### src/rtl/moving_average_filter_if.sv
// Sample stream into and filtered stream out of the moving-average filter.
// The source side drives samples and bypass; the filter drives the results.
interface moving_average_filter_if #(
  parameter int DATA_W   = 24,
  parameter int CHANNELS = 2
);
  logic                         in_valid;
  logic [CHANNELS*DATA_W-1:0]   in_data;
  logic                         bypass;
  logic                         out_valid;
  logic [CHANNELS*DATA_W-1:0]   out_data;
  logic                         primed;

  modport master (
    output in_valid, in_data, bypass,
    input  out_valid, out_data, primed
  );

  modport slave (
    input  in_valid, in_data, bypass,
    output out_valid, out_data, primed
  );
endinterface

### src/rtl/moving_average_filter.sv
// Multi-channel boxcar filter over the last 2^LOG2_TAPS samples.
// Each channel has its own running sum; the output is registered one cycle after accept.
module moving_average_filter #(
  parameter int DATA_W    = 24,
  parameter int LOG2_TAPS = 3,
  parameter int CHANNELS  = 2
) (
  input  logic                    CLOCK_50,
  input  logic                    reset,
  moving_average_filter_if.slave  bus
);
  localparam int N     = 1 << LOG2_TAPS;
  localparam int ACC_W = DATA_W + LOG2_TAPS;
  localparam logic [LOG2_TAPS:0]   FILL_MAX = (LOG2_TAPS + 1)'(N);
  localparam logic [LOG2_TAPS:0]   FILL_ONE = (LOG2_TAPS + 1)'(1);
  localparam logic [LOG2_TAPS-1:0] PTR_ONE  = LOG2_TAPS'(1);

  typedef logic signed [DATA_W-1:0] sample_t;
  typedef logic signed [ACC_W-1:0]  acc_t;

  sample_t                    hist_q [CHANNELS][N];
  sample_t                    x      [CHANNELS];
  acc_t                       acc_q  [CHANNELS];
  acc_t                       acc_d  [CHANNELS];
  logic [LOG2_TAPS-1:0]       wr_ptr_q;
  logic [LOG2_TAPS:0]         fill_q, fill_d;
  logic [CHANNELS*DATA_W-1:0] out_data_q, out_data_d;
  logic                       out_valid_q;
  logic                       primed_q;

  // NOTE: every combinational output gets a default before the loop so no latch is inferred.
  always_comb begin
    fill_d     = (fill_q == FILL_MAX) ? fill_q : fill_q + FILL_ONE;
    out_data_d = out_data_q;
    for (int ch = 0; ch < CHANNELS; ch++) begin
      x[ch]     = sample_t'(bus.in_data[ch*DATA_W +: DATA_W]);
      // Sum of exactly N in-range samples always fits ACC_W bits, so wrap in the
      // intermediate add is harmless.
      acc_d[ch] = acc_q[ch] + acc_t'(x[ch]) - acc_t'(hist_q[ch][wr_ptr_q]);
      out_data_d[ch*DATA_W +: DATA_W] =
        bus.bypass ? x[ch] : DATA_W'(acc_d[ch] >>> LOG2_TAPS);
    end
  end

  // NOTE: state registers use non-blocking assignments so every flop samples pre-edge values.
  always_ff @(posedge CLOCK_50) begin
    if (reset) begin
      // NOTE: the history buffer is reset because empty slots must read as zero while priming.
      for (int ch = 0; ch < CHANNELS; ch++) begin
        acc_q[ch] <= '0;
        for (int i = 0; i < N; i++) hist_q[ch][i] <= '0;
      end
      wr_ptr_q    <= '0;
      fill_q      <= '0;
      out_data_q  <= '0;
      out_valid_q <= 1'b0;
      primed_q    <= 1'b0;
    end else begin
      out_valid_q <= bus.in_valid;
      if (bus.in_valid) begin
        for (int ch = 0; ch < CHANNELS; ch++) begin
          acc_q[ch]            <= acc_d[ch];
          hist_q[ch][wr_ptr_q] <= x[ch];
        end
        wr_ptr_q   <= wr_ptr_q + PTR_ONE;
        fill_q     <= fill_d;
        out_data_q <= out_data_d;
        primed_q   <= (fill_q + FILL_ONE >= FILL_MAX);
      end
    end
  end

  assign bus.out_valid = out_valid_q;
  assign bus.out_data  = out_data_q;
  assign bus.primed    = primed_q;
endmodule

### src/flat_wrapper.sv
// flat-port wrapper written by rule: the top's interface ports become plain ports
module moving_average_filter_flat 
#(
  parameter int DATA_W    = 24,
  parameter int LOG2_TAPS = 3,
  parameter int CHANNELS  = 2
)
  (CLOCK_50, reset, bus_in_valid, bus_in_data, bus_bypass, bus_out_valid, bus_out_data, bus_primed);
  moving_average_filter_if #(.DATA_W(DATA_W), .CHANNELS(CHANNELS)) bus_i ();
  input  logic CLOCK_50;
  input  logic reset;
  input wire logic [$bits(bus_i.in_valid)-1:0] bus_in_valid;
  input wire logic [$bits(bus_i.in_data)-1:0] bus_in_data;
  input wire logic [$bits(bus_i.bypass)-1:0] bus_bypass;
  output wire logic [$bits(bus_i.out_valid)-1:0] bus_out_valid;
  output wire logic [$bits(bus_i.out_data)-1:0] bus_out_data;
  output wire logic [$bits(bus_i.primed)-1:0] bus_primed;
  assign bus_i.in_valid = bus_in_valid;
  assign bus_i.in_data = bus_in_data;
  assign bus_i.bypass = bus_bypass;
  assign bus_out_valid = bus_i.out_valid;
  assign bus_out_data = bus_i.out_data;
  assign bus_primed = bus_i.primed;
  moving_average_filter #(.DATA_W(DATA_W), .LOG2_TAPS(LOG2_TAPS), .CHANNELS(CHANNELS)) u_core (.CLOCK_50(CLOCK_50), .reset(reset), .bus(bus_i));
endmodule
### config.mk
export PLATFORM = sky130hd
export DESIGN_NAME = moving_average_filter_flat
export DESIGN_NICKNAME = d
export VERILOG_FILES = /design/src/rtl/moving_average_filter_if.sv /design/src/rtl/moving_average_filter.sv /design/src/flat_wrapper.sv
export SDC_FILE = /design/constraint.sdc
export NUM_CORES = 1
export LEC_CHECK = 0
export BUFFER_PORTS_ARGS = -buffer_cell sky130_fd_sc_hd__buf_2
export CORE_MARGIN = 2
export CORE_UTILIZATION = 60
export DETAILED_ROUTE_END_ITERATION = 10
export GPL_TIMING_DRIVEN = 0
export PLACE_DENSITY = 0.83
export SLEW_MARGIN = 20
export SYNTH_ARGS = -nofsm -noshare
export SYNTH_HDL_FRONTEND = slang
export SYNTH_SLANG_ARGS = --single-unit
### constraint.sdc
create_clock -name CLOCK_50 -period 4.7 [get_ports CLOCK_50]
set_input_delay 0.705 -clock CLOCK_50 [delete_from_list [all_inputs] [get_ports CLOCK_50]]
set_output_delay 0.705 -clock CLOCK_50 [all_outputs]
set_load 0.02 [all_outputs]
# Word level (Yosys, flattened, before mapping)
# Memory sizes are Yosys's and may differ from the RTL's.
# Cells that the tools add are included.
dict set report classes {
  n_lt_le_gt_ge 3
  multipliers 0
  reduce_logical 2
  addsub 6
  mux 402
  eq_ne 1
  div 0
  shift 0
  bitwise_logic 388
}
# op n
set ops {}
lappend ops {{1-bit two-way mux} 389}
lappend ops {{1-bit bitwise OR} 386}
lappend ops {{192-bit two-way mux} 1}
lappend ops {{24-bit two-way mux} 7}
lappend ops {{24-bit binary-select mux with 3-bit select} 2}
lappend ops {{24-bit demux with 3-bit select} 1}
lappend ops {{27-bit by 24-bit adder with 27-bit output} 2}
lappend ops {{27-bit two-way mux} 2}
lappend ops {{27-bit by 24-bit subtractor with 27-bit output} 2}
lappend ops {{4-bit greater-or-equal comparator (second input constant)} 2}
lappend ops {{4-bit by 1-bit adder with 4-bit output (second input constant)} 1}
lappend ops {{4-bit equality test (second input constant)} 1}
lappend ops {{4-bit by 1-bit < comparator with 1-bit output (second input constant)} 1}
lappend ops {{3-bit NOT with 4-bit output} 1}
lappend ops {{3-bit by 1-bit adder with 3-bit output (second input constant)} 1}
lappend ops {{2-bit AND reduction} 1}
lappend ops {{1-bit logical AND} 1}
lappend ops {{1-bit NOT} 1}
dict set report totals {
  ram_bits 438
  ff_bits 57
  in_bits 52
  romBits 0
  elab_cells 809
  latchBits 0
  mem_count 2
  out_inout_bits 50
}
# name depth word_bits read_ports rd_ports_with_merged_regs write_ports line_no
set memory_table {}
lappend memory_table {u_core.hist_q 2 192 2 0 2 moving_average_filter.sv:21} ;# sample_t hist_q [CHANNELS][N];
lappend memory_table {u_core.acc_q 2 27 2 0 2 moving_average_filter.sv:23} ;# acc_t acc_q [CHANNELS];

# Logic depth before layout (Yosys ltp)
# Gate-level depths: netlist (run 1).
dict set report logic_depth {
  ltp_word 7
  depth_mapped 18
}

# Least setup slack after synthesis (run 1)
# Ideal clock, no wire load.
dict set report synth_path {
  path_kind {register -> register}
  start {reg u_core.wr_ptr_q[0]}
  end {reg u_core.out_data_q[13], in the netlist u_core.bus.out_data[13]}
  t_required_ps 4585
  setup_ps 115
  arrival_ps 3801
  setup_slack_ps 783
  path_stages_with_launch 18
  path_cell_list {dfxtp_1 > buf_2 > and3b_1 > buf_2 > clkbuf_1 > clkbuf_1 > a22oi_1 > nand4_1 > fa_1 > inv_1 > fa_1 > a21oi_1 > o211ai_1 > nand3_1 > nand2_1 > a31o_2 > or4_1 > and3_1}
}
dict set report synth_via {
  elab_chain_cells 6
}
# item line_no
set synth_rtl {}
lappend synth_rtl {{from (decl)} moving_average_filter.sv:25} ;# logic [LOG2_TAPS-1:0] wr_ptr_q;
lappend synth_rtl {{from (signal assigned)} moving_average_filter.sv:65} ;# wr_ptr_q <= wr_ptr_q + PTR_ONE;
lappend synth_rtl {{3-bit NOT with 4-bit output (implied by the code)} moving_average_filter.sv:39} ;# acc_d[ch] = acc_q[ch] + acc_t'(x[ch]) - acc_t'(hist_q[ch][wr_ptr_q]);
lappend synth_rtl {{24-bit binary-select mux with 3-bit select} moving_average_filter.sv:39}
lappend synth_rtl {{24-bit two-way mux (implied by the code) (2 in series)} moving_average_filter.sv:39}
lappend synth_rtl {{27-bit by 24-bit subtractor with 27-bit output} moving_average_filter.sv:39}
lappend synth_rtl {{24-bit two-way mux} moving_average_filter.sv:41} ;# bus.bypass ? x[ch] : DATA_W'(acc_d[ch] >>> LOG2_TAPS);
lappend synth_rtl {{to (signal assigned)} moving_average_filter.sv:67} ;# out_data_q <= out_data_d;
lappend synth_rtl {{to (decl)} moving_average_filter.sv:27} ;# logic [CHANNELS*DATA_W-1:0] out_data_q, out_data_d;
# No other way between the ends. The select of a mux whose other input is x is not followed.
# A chain may end at the register's enable or synchronous reset.

==> run_results.csv, run 1 <==
group,metric,value,unit
clock_network,clk_latency,0.62,ns
final_layout,synthToLayoutAreaGrowth,12.9,%
logic_synthesis,synthArstFlopShare,0,
clock_network,cts_tree,"built",
logic_synthesis,synth_area,25100,µm²
logic_synthesis,postSynthCellCount,2187,
placement,port-buffer-count,100,
logic_synthesis,synth_top_area_cell,"edfxtp_1",
routing,drc,0,
grt,grt_usage,0.409,
power,combPwrFrac,0.429,
critical_path,cp_max_fo,10,
sta,fin_ws,-0.0174,ns
clock_network,cts_sinks,495,
final_layout,layout-drive-gt1-share,0.121,
routing,drt-wirelength-per-cell,30.7,µm
routing,drt_iter0_markers,3585,
outcome,violations,"negative setup slack",
logic_synthesis,netlist.area_leader.share,0.524,
power,power,16600,µW
die,io_pins,102,
grt,grt_max_degree,55,
sta,setup_viol,1,
routing,vias,20600,
clock_network,clk_pin_slew,0.06,ns
logic_synthesis,yosys_most_used_dff,"edfxtp_1",
min_path,hold_path_class,"primary input to flop",
critical_path,critPathKind,"flop to flop",
power,ir_worst_vdd,0.524,mV
logic_synthesis,synth_seq_area_share,0.570,
clock_network,ctsHtreeMaxLevel,2,
routing,vias_per_cell,7.06,
critical_path,cp.required,5.04,ns
power,intPower,9940,µW
sta,relSlewSlack,0.332,
die,die_w,208,µm
die,die_h,208,µm
placement,dp_hpwl,60800,µm
sta,fin_hold_ws,0.497,ns
sta,hold_viol_final,0,
power,switching_share,0.402,
sta,min_period_over_period,1.00,
power,powerDensity,587,nW/µm²
logic_synthesis,synth.area.top_cells,"edfxtp_1, and3_1, a22oi_1",
sta,rsz0062_at_grt,"true",
power,p_leak,0.0122,µW
sta,fmax,0.212,GHz
flow_run,drv_cap,0,
placement,gp_congestion,0.987,
clock_network,cts-root-buf,"clkbuf_16",
die,start_util,0.612,
final_layout,fin_nets,2513,
die,row_count,74,
sta,drv_slew,0,
placement,place_ws,-1.07,ns
sta,fin_skew,0.0188,ns
grt,grt_pass1_vias,20200,
critical_path,worstSetupStartpointType,"flop",
final_layout,layout_commonest_cell,"edfxtp_1",
logic_synthesis,yosys_warnings,0,
final_layout,layout_common_cells,"edfxtp_1, and3_1, inv_1, a22oi_1, clkbuf_1",
routing,first_pass_iters,8,
logic_synthesis,synth_edf_count,438,
die,core_area,41000,µm²
sta,fin_crit,4.72,ns
logic_synthesis,ys_types,66,
grt,grt-ovfl-total,0,
clock_network,cts_buffer_depth,3,
power,seq_power_share,0.337,
power,power.share.clock,0.233,
die,dieArea,43500,µm²
clock_network,cts_buffers,49,
sta,tightestPinTransition,1.00,ns
power,p_sw,6680,µW
logic_synthesis,syn_avg_cell_area,11.5,µm²
grt,antenna_found_initial,9,
logic_synthesis,yosys_register_bits,495,
routing,drt_wl_total,89600,µm
grt,grt_first_pass_wirelength,130000,µm
routing,ant_nets,0,
critical_path,cp-end-kind,"flop",
outcome,status,"complete, but fails checks",
logic_synthesis,syn-num-nets,2350,
critical_path,critPathArrivalTime,5.06,ns
## layer usage
layer | up-vias | track usage | routed length, µm
met5 | - | 0 | 108
met1 | 9787 | 0.498 | 28800
met2 | 1922 | 0.608 | 38700
met4 | 10 | 0.222 | 5620
met3 | 438 | 0.189 | 16400
li1 | 8451 | - | -
## registers in the layout (all words and copies together), names as in the netlist
signal and count:
u_core.fill_q 4, u_core.hist_q 384, u_core.acc_q 54, u_core.bus.out_data 48, u_core.wr_ptr_q 3, u_core.bus.primed 1, u_core.bus.out_valid 1
## worst paths after layout
path,startpoint,to,slack [ns],cells past startpoint
max,u_core.wr_ptr_q[1]$_SDFFE_PP0P_,u_core.acc_q[0][23]$_SDFFCE_PN0P_,-0.02,16
min,bus_in_data[13],u_core.hist_q[0][133]$_SDFFCE_PN0P_,0.50,2
max reg2reg,u_core.wr_ptr_q[1]$_SDFFE_PP0P_,u_core.acc_q[0][23]$_SDFFCE_PN0P_,-0.02,16
min reg2reg,u_core.bus.out_data[12]$_SDFFE_PP0P_,u_core.bus.out_data[12]$_SDFFE_PP0P_,0.50,2
## critical path, stage by stage (launching register included)
cell and delay, ns:
dfxtp_2 0.35, buf_6 0.15, nand2_2 0.24, nor2_4 0.13
clkbuf_2 0.36, a22oi_1 0.36, nand4_1 0.36, fa_1 0.61
inv_1 0.04, ha_1 0.34, a21oi_1 0.25, o21ai_0 0.15
a221oi_2 0.35, a211oi_1 0.13, nor3_1 0.29, xor2_1 0.26
nor2_1 0.07
## through the flow
step | util | setup TNS, ns | area (µm²) | std cells
detailed placement | 0.644 | -57.39 | 26400 | 2824
floorplan | - | 0 | 25100 | 2187
finish | 0.690 | -0.0174 | 28300 | 2917
CTS | 0.685 | 0 | 28100 | 2906
global placement | 0.640 | -53.67 | 26300 | 2819
global route | 0.690 | -0.0672 | 28300 | 2916
## power groups by stage
stage	clock network [µW]	registers [µW]	logic, µW
after global placement	0	5670	6480
after floorplan	0	5770	4510
after CTS	3820	5590	6760
final	3880	5610	7140
after detailed placement	0	5680	6620
after global routing	3970	5640	7690
## synth_stat cells, drive strengths merged (3+ instances only)
cell / count
a211oi: 18
a21o: 22
a21oi: 73
a221oi: 6
a22o: 5
a22oi: 184
a31oi: 13
a32oi: 4
and2: 10
and3: 349
and3b: 3
buf: 25
clkbuf: 150
dfxtp: 57
edfxtp: 438
fa: 52
ha: 59
inv: 205
mux2i: 3
nand2: 65
nand2b: 3
nand3: 25
nand4: 50
nor2: 102
nor2b: 5
nor3: 23
nor3b: 8
nor4: 46
o211a: 3
o211ai: 18
o21ai: 62
o21bai: 4
o22ai: 10
o31ai: 3
xnor2: 24
xor2: 35
## area by class of cell
class | count | area [µm²]
plain buffers | 171 | 795
clock inverters | 18 | 119
flip-flops and latches | 495 | 14300
well taps | 532 | 666
multi-input cells | 1312 | 9570
repair buffers | 116 | 688
clock buffers | 65 | 1410
inverters | 205 | 772
diodes | 3 | 7.51
fillers | 2883 | 12700
## logic make-up (layout without fill, tap and decap cells)
group | after synthesis | after routing | synth area share
other | 0 | 3 | 0
DFF | 495 | 495 | 0.570
AOI/OAI and AO/OA | 442 | 442 | 0.123
buffers and inverters | 380 | 575 | 0.0575
xor gates and xnor gates | 59 | 59 | 0.0206
muxes | 4 | 4 | 0.00165
adders and majority gates | 111 | 111 | 0.0709
and+or+nand+nor | 696 | 696 | 0.157
## repair_timing
| item | in CTS | in global routing |
|---|---|---|
| setup endpoints to repair | 95 | 60 |
| setup buffers | 1 | 9 |
| gates resized for setup | 90 | 55 |
| hold buffers | 0 | 0 |
| gates cloned | 0 | 1 |
| pin swaps | 3 | 19 |
No activity file was read; power rests on OpenSTA's default activity.
==> run 2: changes to the inputs <==
--- a/config.mk
+++ b/config.mk
@@ -7,10 +7,9 @@
 export LEC_CHECK = 0
 export BUFFER_PORTS_ARGS = -buffer_cell sky130_fd_sc_hd__buf_2
 export CORE_MARGIN = 2
-export CORE_UTILIZATION = 60
+export CORE_UTILIZATION = 56
 export DETAILED_ROUTE_END_ITERATION = 10
-export GPL_TIMING_DRIVEN = 0
-export PLACE_DENSITY = 0.83
+export PLACE_DENSITY = 0.81
 export SLEW_MARGIN = 20
 export SYNTH_ARGS = -nofsm -noshare
 export SYNTH_HDL_FRONTEND = slang
==> constraint.sdc (replaced) <==
create_clock -name CLOCK_50 -period 4 [get_ports CLOCK_50]
set_input_delay 0.6 -clock CLOCK_50 [delete_from_list [all_inputs] [get_ports CLOCK_50]]
set_output_delay 0.6 -clock CLOCK_50 [all_outputs]
set_load 0.02 [all_outputs]
==> run_results.csv, run 2 (synthesis results as in run 1) <==
group,metric,value,unit
critical_path,crit_family,"compound AO/OA/AOI/OAI gates",
final_layout,fin_nets,2550,
critical_path,critPathArrivalTime,4.35,ns
final_layout,seq_area,14300,µm²
critical_path,worstSetupStartpointType,"flop",
sta,tightestPinTransition,1.15,ns
critical_path,path_common_cell,"buf_6",
routing,vias,20100,
die,row_count,77,
grt,grt-ovfl-total,0,
final_layout,synthToLayoutAreaGrowth,21.5,%
critical_path,cpMaxStageDelayCell,"fa_1",
routing,drt_wl_total,80100,µm
placement,place_ws,-0.155,ns
placement,dp_hpwl,48800,µm
final_layout,design_area,30500,µm²
sta,min_period_over_period,1.01,
die,die_h,216,µm
critical_path,path_buf_inv,3,
clock_network,ctsHtreeMaxLevel,2,
routing,met1_length,29800,µm
sta,fin_skew,0.0150,ns
critical_path,rrSetupSlack,-0.05,ns
sta,rsz0062_at_grt,"true",
die,die_w,216,µm
routing,vias_per_cell,6.67,
placement,port-buffer-count,101,
grt,grt_usage,0.322,
routing,top_layer,"met4",
critical_path,cp.required,4.30,ns
grt,grt_pass1_vias,19400,
final_layout,multi_input_area,10400,µm²
die,io_pins,102,
sta,setup_viol,6,
final_layout,layout_commonest_cell,"edfxtp_1",
sta,fin_ws,-0.0527,ns
placement,gp_congestion,0.959,
sta,relSlewSlack,0.229,
clock_network,clk_pin_slew,0.06,ns
routing,route.met3.wl,11600,µm
power,ir_worst_vdd,0.657,mV
sta,fmax,0.247,GHz
routing,dr_wl_met2,36300,µm
routing,first_pass_iters,6,
final_layout,nFillCells,2924,
clock_network,cts_tree,"built",
final_layout,regMostFlops,"u_core.hist_q",
final_layout,largest_reg_flops,384,
outcome,violations,"negative setup slack",
clock_network,clk_latency,0.60,ns
sta,hold_viol_final,0,
grt,antenna_found_initial,2,
clock_network,cts_buffer_depth,3,
sta,setup_tns,-0.135,ns
critical_path,cp_max_fo,6,
die,dieArea,46500,µm²
min_path,hold_path_class,"primary input to flop",
final_layout,layout.cells.non_filler,3020,
routing,drt-wirelength-per-cell,26.5,µm
placement,place_inst,2892,
clock_network,cts_buffers,50,
routing,ant_nets,0,
clock_network,cts_sinks,495,
grt,grt_first_pass_wirelength,115000,µm
critical_path,cp-end-kind,"flop",
routing,drc,0,
placement,dpl_cell_area,27500,µm²
power,p_leak,0.0131,µW
final_layout,layout_common_cells,"edfxtp_1, and3_1, inv_1, buf_4, a22oi_1",
grt,grt_max_degree,183,
sta,fin_crit,4.05,ns
routing,drt_iter0_markers,3095,
clock_network,cts-root-buf,"clkbuf_16",
power,power,22100,µW
die,core_area,44200,µm²
flow_run,drv_cap,0,
final_layout,layout-drive-gt1-share,0.239,
die,start_util,0.567,
critical_path,slowest_delay,0.50,ns
sta,drv_slew,0,
power,powerDensity,725,nW/µm²
critical_path,critPathKind,"flop to flop",
outcome,status,"complete, but fails checks",
critical_path,crit_chain,"buf_6 > nor3b_4 > buf_6 > buf_6 > a22oi_2 > and3_4 > fa_1 > ha_4 > nand2_4 > o211ai_1 > nand4_1 > a32oi_2 > a31oi_1 > xor2_1 > nor2_1",
-- run 2: cell count changes in the layout (fill, tap and decap cells not counted), sizes merged --
cell      previous run  this run
clkinv              14        27
diode                3         2
clkinvlp             2         1
clkbuf             206        67
bufinv               1         2
buf                146       317
inv                206       205
-- run 2: per-stage QoR --
| stage | hold slack [ns] | util |
|---|---|---|
| after floorplan | 0.519 | - |
| after global placement | 0.441 | 0.622 |
| after detailed placement | 0.445 | 0.622 |
| after CTS | 0.383 | 0.659 |
| after global routing | 0.414 | 0.689 |
| final | 0.397 | 0.689 |
-- run 2: worst register-to-register path, cell delays in order (launching register included) --
cell and delay (ns):
dfxtp_4 0.37, buf_6 0.14, nor3b_4 0.33, buf_6 0.19
buf_6 0.12, a22oi_2 0.08, and3_4 0.19, fa_1 0.50
ha_4 0.32, nand2_4 0.05, o211ai_1 0.39, nand4_1 0.26
a32oi_2 0.36, a31oi_1 0.17, xor2_1 0.23, nor2_1 0.06
-- run 2: worst paths after layout --
kind	cells after the start	to	startpoint
setup reg to reg	15	u_core.acc_q[0][22]$_SDFFCE_PN0P_	u_core.wr_ptr_q[2]$_SDFFE_PP0P_
hold reg to reg	2	u_core.bus.out_data[26]$_SDFFE_PP0P_	u_core.bus.out_data[26]$_SDFFE_PP0P_
hold / removal	2	u_core.hist_q[0][16]$_SDFFCE_PN0P_	bus_in_data[16]
setup / recovery	15	u_core.acc_q[0][22]$_SDFFCE_PN0P_	u_core.wr_ptr_q[2]$_SDFFE_PP0P_
-- run 2: where the power goes --
group | internal, µW | switching (µW)
Clock | 2460 | 2020
Combinational | 4650 | 6390
Sequential | 6330 | 261
-- run 2: routing by layer --
layer,GRT usage,up-vias
met4,0.0991,0
li1,-,8521
met3,0.0878,228
met2,0.485,1581
met5,0,-
met1,0.458,9807
-- run 2: timing repair --
item / in CTS / in global routing
pin swaps: 16 / 112
hold buffers: 0 / 0
setup endpoints to repair: 36 / 68
setup buffers: 3 / 26
gates resized for setup: 18 / 196
gates cloned: 0 / 6
-- run 2: cell type report --
| cell class | instances | area share |
|---|---|---|
| antenna | 2 | 0.000164 |
| clock inverter | 30 | 0.00706 |
| timing repair buffer | 323 | 0.0891 |
| sequential | 495 | 0.469 |
| clock buffer | 61 | 0.0431 |
| multi-input combinational | 1312 | 0.342 |
| tap | 592 | 0.0243 |
| inverter | 205 | 0.0255 |
